**config.mk**
```make
export PLATFORM = sky130hd
export DESIGN_NAME = rgmii_rx_deframer
export DESIGN_NICKNAME = d
export VERILOG_FILES = /design/src/rtl/rgmii_rx_deframer.sv
export SDC_FILE = /design/constraint.sdc
export NUM_CORES = 1
export LEC_CHECK = 0
export CAP_MARGIN = 40
export CELL_PAD_IN_SITES_DETAIL_PLACEMENT = 0
export CELL_PAD_IN_SITES_GLOBAL_PLACEMENT = 1
export CORE_ASPECT_RATIO = 1.75
export CORE_MARGIN = 1.5
export CORE_UTILIZATION = 26
export DETAILED_ROUTE_END_ITERATION = 7
export MAX_ROUTING_LAYER = met4
export PLACE_DENSITY = 0.51
export SLEW_MARGIN = 20
export SYNTH_ARGS = -nofsm -noshare
export SYNTH_HDL_FRONTEND = slang
export SYNTH_SLANG_ARGS = --single-unit
```
**constraint.sdc**
```tcl
create_clock -name ETH_RXCLK -period 3.55 [get_ports ETH_RXCLK]
set_input_delay 1.065 -clock ETH_RXCLK [delete_from_list [all_inputs] [get_ports ETH_RXCLK]]
set_output_delay 1.065 -clock ETH_RXCLK [all_outputs]
set_load 0.02 [all_outputs]
```
**src/rtl/rgmii_rx_deframer.sv**
```systemverilog
// RGMII 10/100 (nibble mode) receive deframer: strips preamble/SFD, streams frame bytes
// with first/last markers and reports FCS, length and nibble-alignment status per frame.
//
// state      | meaning
// -----------+-------------------------------------------------------------
// IDLE       | line quiet, waiting for the first preamble nibble
// PREAMBLE   | counting 0x5 nibbles, waiting for the 0xD SFD
// DATA_LO    | expecting the low nibble of the next byte (or end of frame)
// DATA_HI    | low nibble held, expecting the high nibble
// WAIT_IDLE  | malformed preamble, discarding until RX_DV drops
module rgmii_rx_deframer #(
    parameter int MIN_PRE = 2,
    parameter int MIN_LEN = 64,
    parameter int MAX_LEN = 1518
) (
    input  logic        ETH_RXCLK,
    input  logic        RSTN,
    input  logic [3:0]  ETH_RX,
    input  logic        ETH_RXCTRL,
    output logic [7:0]  RX_DATA,
    output logic        RX_VALID,
    output logic        RX_FIRST,
    output logic        RX_LAST,
    output logic        FRAME_DONE,
    output logic        FRAME_GOOD,
    output logic        CRC_ERR,
    output logic        LEN_ERR,
    output logic        ALIGN_ERR,
    output logic [15:0] FRAME_LEN
);

    localparam logic [2:0] IDLE      = 3'd0;
    localparam logic [2:0] PREAMBLE  = 3'd1;
    localparam logic [2:0] DATA_LO   = 3'd2;
    localparam logic [2:0] DATA_HI   = 3'd3;
    localparam logic [2:0] WAIT_IDLE = 3'd4;

    localparam logic [3:0]  MIN_PRE_W   = 4'(MIN_PRE);
    localparam logic [15:0] MIN_LEN_W   = 16'(MIN_LEN);
    localparam logic [15:0] MAX_LEN_W   = 16'(MAX_LEN);
    localparam logic [31:0] CRC_RESIDUE = 32'hDEBB20E3;

    logic [2:0]  state;
    logic [3:0]  pre_cnt;
    logic [3:0]  low_nib;
    logic [31:0] crc;
    logic [31:0] crc_next;
    logic [15:0] len;
    logic [15:0] len_next;
    logic [7:0]  hold;
    logic [7:0]  rx_byte;
    logic        hold_valid;
    logic        first_pend;
    logic        keep_byte;
    logic        frame_end;
    logic        align_bad;
    logic        crc_bad;
    logic        len_bad;

    function automatic logic [31:0] crc32_byte(input logic [31:0] c_in, input logic [7:0] d);
        logic [31:0] c;
        c = c_in ^ {24'h0, d};
        for (int i = 0; i < 8; i++) begin
            c = c[0] ? ((c >> 1) ^ 32'hEDB88320) : (c >> 1);
        end
        return c;
    endfunction

    always_comb begin
        rx_byte   = {ETH_RX, low_nib};
        crc_next  = crc32_byte(crc, rx_byte);
        len_next  = (len == 16'hFFFF) ? len : len + 16'd1;
        // bytes past MAX_LEN are counted but never enter the hold register
        keep_byte = (len_next <= MAX_LEN_W);
        frame_end = !ETH_RXCTRL && ((state == DATA_LO) || (state == DATA_HI));
        align_bad = (state == DATA_HI);
        crc_bad   = (crc != CRC_RESIDUE);
        len_bad   = (len < MIN_LEN_W) || (len > MAX_LEN_W);
    end

    always_ff @(posedge ETH_RXCLK or negedge RSTN) begin
        if (!RSTN) begin
            state      <= IDLE;
            pre_cnt    <= '0;
            low_nib    <= '0;
            crc        <= '1;
            len        <= '0;
            hold       <= '0;
            hold_valid <= 1'b0;
            first_pend <= 1'b0;
            RX_DATA    <= '0;
            RX_VALID   <= 1'b0;
            RX_FIRST   <= 1'b0;
            RX_LAST    <= 1'b0;
            FRAME_DONE <= 1'b0;
            FRAME_GOOD <= 1'b0;
            CRC_ERR    <= 1'b0;
            LEN_ERR    <= 1'b0;
            ALIGN_ERR  <= 1'b0;
            FRAME_LEN  <= '0;
        end else begin
            RX_VALID   <= 1'b0;
            RX_FIRST   <= 1'b0;
            RX_LAST    <= 1'b0;
            FRAME_DONE <= 1'b0;
            FRAME_GOOD <= 1'b0;
            CRC_ERR    <= 1'b0;
            LEN_ERR    <= 1'b0;
            ALIGN_ERR  <= 1'b0;
            FRAME_LEN  <= '0;

            case (state)
                IDLE: begin
                    if (ETH_RXCTRL) begin
                        if (ETH_RX == 4'h5) begin
                            state   <= PREAMBLE;
                            pre_cnt <= 4'd1;
                        end else begin
                            state <= WAIT_IDLE;
                        end
                    end
                end
                PREAMBLE: begin
                    if (!ETH_RXCTRL) begin
                        state <= IDLE;
                    end else if (ETH_RX == 4'h5) begin
                        if (pre_cnt != 4'hF) pre_cnt <= pre_cnt + 4'd1;
                    end else if ((ETH_RX == 4'hD) && (pre_cnt >= MIN_PRE_W)) begin
                        state      <= DATA_LO;
                        crc        <= '1;
                        len        <= '0;
                        hold_valid <= 1'b0;
                        first_pend <= 1'b1;
                    end else begin
                        state <= WAIT_IDLE;
                    end
                end
                DATA_LO: begin
                    if (ETH_RXCTRL) begin
                        low_nib <= ETH_RX;
                        state   <= DATA_HI;
                    end
                end
                DATA_HI: begin
                    if (ETH_RXCTRL) begin
                        crc   <= crc_next;
                        len   <= len_next;
                        state <= DATA_LO;
                        if (keep_byte) begin
                            hold       <= rx_byte;
                            hold_valid <= 1'b1;
                            // a newer byte exists, so the held one is not the last
                            if (hold_valid) begin
                                RX_VALID   <= 1'b1;
                                RX_DATA    <= hold;
                                RX_FIRST   <= first_pend;
                                first_pend <= 1'b0;
                            end
                        end
                    end
                end
                WAIT_IDLE: begin
                    if (!ETH_RXCTRL) state <= IDLE;
                end
                default: state <= IDLE;
            endcase

            if (frame_end) begin
                state      <= IDLE;
                FRAME_DONE <= 1'b1;
                CRC_ERR    <= crc_bad;
                LEN_ERR    <= len_bad;
                ALIGN_ERR  <= align_bad;
                FRAME_GOOD <= !(crc_bad || len_bad || align_bad);
                FRAME_LEN  <= len;
                if (hold_valid) begin
                    RX_VALID <= 1'b1;
                    RX_DATA  <= hold;
                    RX_FIRST <= first_pend;
                    RX_LAST  <= 1'b1;
                end
                hold_valid <= 1'b0;
                first_pend <= 1'b0;
            end
        end
    end

endmodule

```
* Yosys cells after proc, flatten, opt, wreduce, memory -nomap -nowiden
Index checks and enable logic that the tools add are counted.
** Word-level totals
- Bits in registers :: 101
- Output and inout port bits :: 32
** Cells by class
- $add $sub $neg :: 2
- $lt $le $gt $ge :: 4
- Equal/unequal tests :: 27
- Multiplexer cells :: 75
- Bitwise gates (word level) :: 9
- Reduce and logical (&&, ||, !) cells :: 19
** Operators with widths (number)
- $mux W32 :: 12
- $not A13 Y14 :: 8
- $mux W16 :: 6
- $pmux W32 S2 :: 1
- $mux W8 :: 6
- $ne A32 B32 Y1 const B :: 1
- $pmux W16 S2 :: 1
- $xor A32 B8 Y32 :: 1
- $mux W1 :: 31
- $mux W3 :: 9
- $ne A3 B3 Y1 const B :: 9
- $mux W4 :: 5
- $add A16 B1 Y16 const B :: 1
- $eq A16 B16 Y1 const B :: 1
- $gt A16 B11 Y1 const B :: 1
- $le A16 B11 Y1 const B :: 1
- $lt A16 B7 Y1 const B :: 1
- $ne A2 B2 Y1 const B :: 8
- $pmux W3 S5 :: 1
- $reduce_and A6 Y1 :: 2
- $reduce_and A5 Y1 :: 2
- $ne A4 B4 Y1 const B :: 2
- $pmux W4 S2 :: 1
- $reduce_and A7 Y1 :: 1
- 16 further kinds :: 24

* Depth between registers and ports, before layout
- Word-level depth :: 19
- Mapped depth :: 11
- Depth with buffers taken out :: 9

* Worst setup path before layout
No wires, ideal clock.
- Kind :: input to register
- Start :: input port ETH_RX[1]
- End :: register crc[21]
- Setup time :: 0.093 ns
- Data arrival time :: 2.621 ns
- Path slack :: 0.836 ns
- Cell stages on the path :: 6
- Cell sequence :: xnor2_1 xnor2_1 xnor2_1 xnor2_1 xor2_1 a21oi_1
** On the way
- Longest elaborated chain between the ends :: 12
- Elaborated cells between the ends (all ways) :: 18
** RTL lines
- from (decl) :: line 18 : input logic [3:0] ETH_RX,
- $xor A32 B8 Y32 :: line 62 : c = c_in ^ {24'h0, d};
- $mux W32 (7 in series) :: line 64 : c = c[0] ? ((c >> 1) ^ 32'hEDB88320) : (c >> 1);
- $not A13 Y14 (no line)
- $mux W32 :: line 64
- $mux W32 :: line 145 : if (ETH_RXCTRL) begin
- $pmux W32 S2 :: line 112 : case (state)
- to (signal assigned) :: line 146 : crc <= crc_next;
- to (decl) :: line 46 : logic [31:0] crc;
Several ways; a longest one is shown, not always the timed one. The select of a mux whose other input is x is not followed.
A chain may end at the register's enable or synchronous reset.

* Worst setup path in the final report
- Start :: register len[0]
- End :: register hold[3]
** On the way
- Longest elaborated chain between the ends :: 4
- Elaborated cells between the ends (all ways) :: 5
** RTL lines
- from (decl) :: line 48 : logic [15:0] len;
- from (signal assigned) :: line 147 : len <= len_next;
- $add A16 B1 Y16 / $eq A16 B16 Y1 (equally long branches) :: line 72 : len_next = (len == 16'hFFFF) ? len : len + 16'd1;
- $mux W16 * :: line 72
- $le A16 B11 Y1 * :: line 74 : keep_byte = (len_next <= MAX_LEN_W);
- $reduce_and A3 Y1 (no line) *
- to (signal assigned) :: line 150 : hold <= rx_byte;
- to (decl) :: line 50 : logic [7:0] hold;
Mark *: on every way between the ends. The rest lies on a longest branch, timed or not.

==> flow_summary.toml <==
[floorplan]
ios = 39
rows = 69
die-area_um2 = 21300
start_util_pct = 26.4
die_w_um = 111
core_um2 = 20100
die_y_um = 192

[route]
routed_wl_um = 15700
drt-initial-drc-count = 125
vias = 4019
ant_nets = 0
route.detailed.drc = 0
wl_per_cell_um = 19.1
drtPass1Iterations = 4
vias_per_cell = 4.89

[cts]
holdBufCountCts = 0
clockBufferDepth = 2
insertion_delay_ns = 0.36
postCtsSetupRepairBufs = 0
cts_resized = 0
cts_tree = "yes"
clk_pin_slew_ns = 0.07
clock-root-buffer = "clkbuf_16"
cts_made_buffers = 9
htree_num_levels = 3
clock_sinks = 101

[setup_path]
path_max_fanout = 9
timing.rr.start = "len[0]"
path_class = "flop to flop"
arrival_ns = 3.40
start_kind = "flop"
rr_endpoint = "hold[3]"
worstPathRequired_ns = 3.79
endpoint_kind = "flop"
rrSetupSlack_ns = 0.39
ff2ff_path_depth = 9

[placement]
hpwlAfterDp_um = 11700
placed_cells = 806
gp_congestion = 0.846
io_buffers = 38

[logic_synthesis]
synth_warnings = 0
syn_area_um2 = 5300
async_reset_ff_share_pct = 100
synth_ff_type = "dfrtp_1"
synth_seq_area_share_pct = 48.4
synth_edf_count = 0
synthCells = 524
synth_fp_nets = 534
ys_seq_elements = 101
avgSynthCellArea_um2 = 10.1
synthDistinctLibCells = 65

[sta]
tightest_slew_ns = 0.779
layout_worst_path_cycle_share_pct = 89.0
skew_ns = 0.0157
setup_tns_ns = 0
setup_viol = 0
slew_viol_final = 0
fmax_mhz = 317
relSlewSlack_pct = 47.7
hold_viol = 0
rsz0062_at_grt = "false"
period_minus_slack_ns = 3.16

[global_routing]
grt_pass1_vias = 4388
antenna_found_initial = 0
grt_max_degree = 44
grtUsageTotal_pct = 15.8
grt_pass1_wl_um = 24800
overflow = 0

[power]
ir_drop_mv = 0.191
p_sw_share_pct = 24.6
internal-power_mw = 1.79
p_switching_mw = 0.584
clkPwrFrac_pct = 41.7
p_leak_nw = 2.58
p_seq_share_pct = 49.2
power_density_nw_per_um2 = 373
comb_power_share_pct = 9.2

[finish]
n_fill_cell = 2103
drive_above_1_share_pct = 17.8
mostFrequentLayoutCells = "dfrtp_1 (69), nor2_1 (51), xnor2_1 (47), a21oi_1 (40), clkdlybuf4s50_1 (37)"
nets = 579
fin_cells = 822
final_common_cell = "dfrtp_1"
n_antenna_cell = 0
synthToLayoutAreaGrowth_pct = 20.0

[run]
max-cap-violations = 0

[hold_path]
min_from = "crc[13]"
worstHoldPathCells = 2
min_to = "crc[13]"
min_path_type = "flop to flop"

[status]
outcome = "finished, final reports clean"
per-layer routing:
layer / global-route usage (%) / wire length, um / vias to the layer above
li1: - / - / 1931
met1: 15.3 / 5800 / 1978
met2: 30.2 / 8850 / 76
met3: 2.11 / 334 / 34
met4: 8.63 / 692 / 0
met5: - / 0 / -
cells by family (layout without fill, tap and decap cells):
kind of cell	Yosys count	after routing	share of synthesized area, %
compound gates	116	116	14.3
fa+ha+maj	3	3	0.708
flops	101	101	48.4
simple gates	172	172	17.2
buf+inv	41	91	3.23
xor+xnor	73	73	12.5
mux	18	18	3.70
worst max path at each step:
stage,to,slack [ns],depth (start not counted),from
2_1_floorplan,crc[21],0.84,6,ETH_RX[1]
3_3_place_gp,crc[16],0.31,6,ETH_RX[0]
3_5_place_dp,len[0],0.26,6,ETH_RX[1]
4_1_cts,hold[3],0.34,9,len[0]
5_1_grt,hold[7],0.16,9,len[0]
6_report,hold[3],0.39,9,len[0]
sequential cells by signal, indices dropped and copies added (netlist names):
register	flops
crc	32
FRAME_LEN	16
len	16
RX_DATA	8
hold	8
low_nib	4
pre_cnt	4
state	3
ALIGN_ERR	1
CRC_ERR	1
FRAME_DONE	1
FRAME_GOOD	1
LEN_ERR	1
RX_FIRST	1
RX_LAST	1
RX_VALID	1
first_pend	1
hold_valid	1
Yosys cell counts (2+ instances only):
master	number	area share (%)
and3_1	19	2.2
nor4_1	8	0.94
o21a_1	3	0.42
mux2i_1	5	0.94
nand2_1	22	1.6
or2_2	2	0.24
buf_1	6	0.42
o211ai_1	12	1.7
o41ai_1	3	0.50
dfstp_2	32	16
o31ai_1	4	0.57
ha_1	3	0.71
clkbuf_1	12	0.85
buf_2	8	0.75
a31oi_1	4	0.47
nor3_1	5	0.47
nand4b_1	4	0.66
nand3_1	21	2.0
mux2_2	13	2.8
buf_4	2	0.28
a21oi_1	40	3.8
nand3b_1	3	0.42
dfrtp_1	69	33
nor2_1	51	3.6
nand2b_1	6	0.71
xor2_1	23	3.8
inv_1	12	0.85
xnor2_1	47	7.8
a22oi_1	8	1.1
o21ai_0	23	2.2
nor2b_1	2	0.24
and2_1	6	0.71
xor2_2	2	0.61
nand4_1	8	0.94
a21o_1	4	0.57
or4_1	2	0.28
o21ai_1	2	0.19
per-stage QoR:
step                      setup WS [ns]  util (%)  hold slack [ns]  total power [mW]  area (um^2)
after CTS                         0.341      31.6            0.526              2.42         6370
after global routing              0.158      31.6            0.539              2.47         6370
after floorplan                   0.836         -            0.469              1.32         5300
after detailed placement          0.257      30.2            0.512              1.41         6070
after global placement            0.314      30.2            0.512              1.41         6070
final                             0.392      31.6            0.522              2.37         6370
area by class of cell:
class                   instances  area, um^2  area share (%)
flip-flops and latches        101        2570            40.3
multi-input cells             382        2560            40.3
repair buffers                 62         583            9.16
well taps                     248         310            4.87
clock buffers                  14         275            4.32
inverters                      13        48.8           0.767
clock inverters                 2        16.3           0.256
worst max-delay path: stages, from the launching register on:
cell and delay [ns]:
dfrtp_1 0.49, ha_1 0.27, nand4_1 0.32, nor4_1 0.50
mux2i_1 0.30, nand3_1 0.10, nor3_1 0.14, buf_4 0.17
a21boi_4 0.36, mux2_2 0.38
power groups by stage:
stage          logic (mW)  clock network (mW)  registers (mW)
3_3_place_gp        0.221                   0            1.19
6_report            0.217               0.990            1.17
3_5_place_dp        0.221                   0            1.19
5_1_grt             0.240                1.07            1.17
4_1_cts             0.223                1.03            1.17
2_1_floorplan       0.133                   0            1.19
Power figures use the tool's default switching activity.
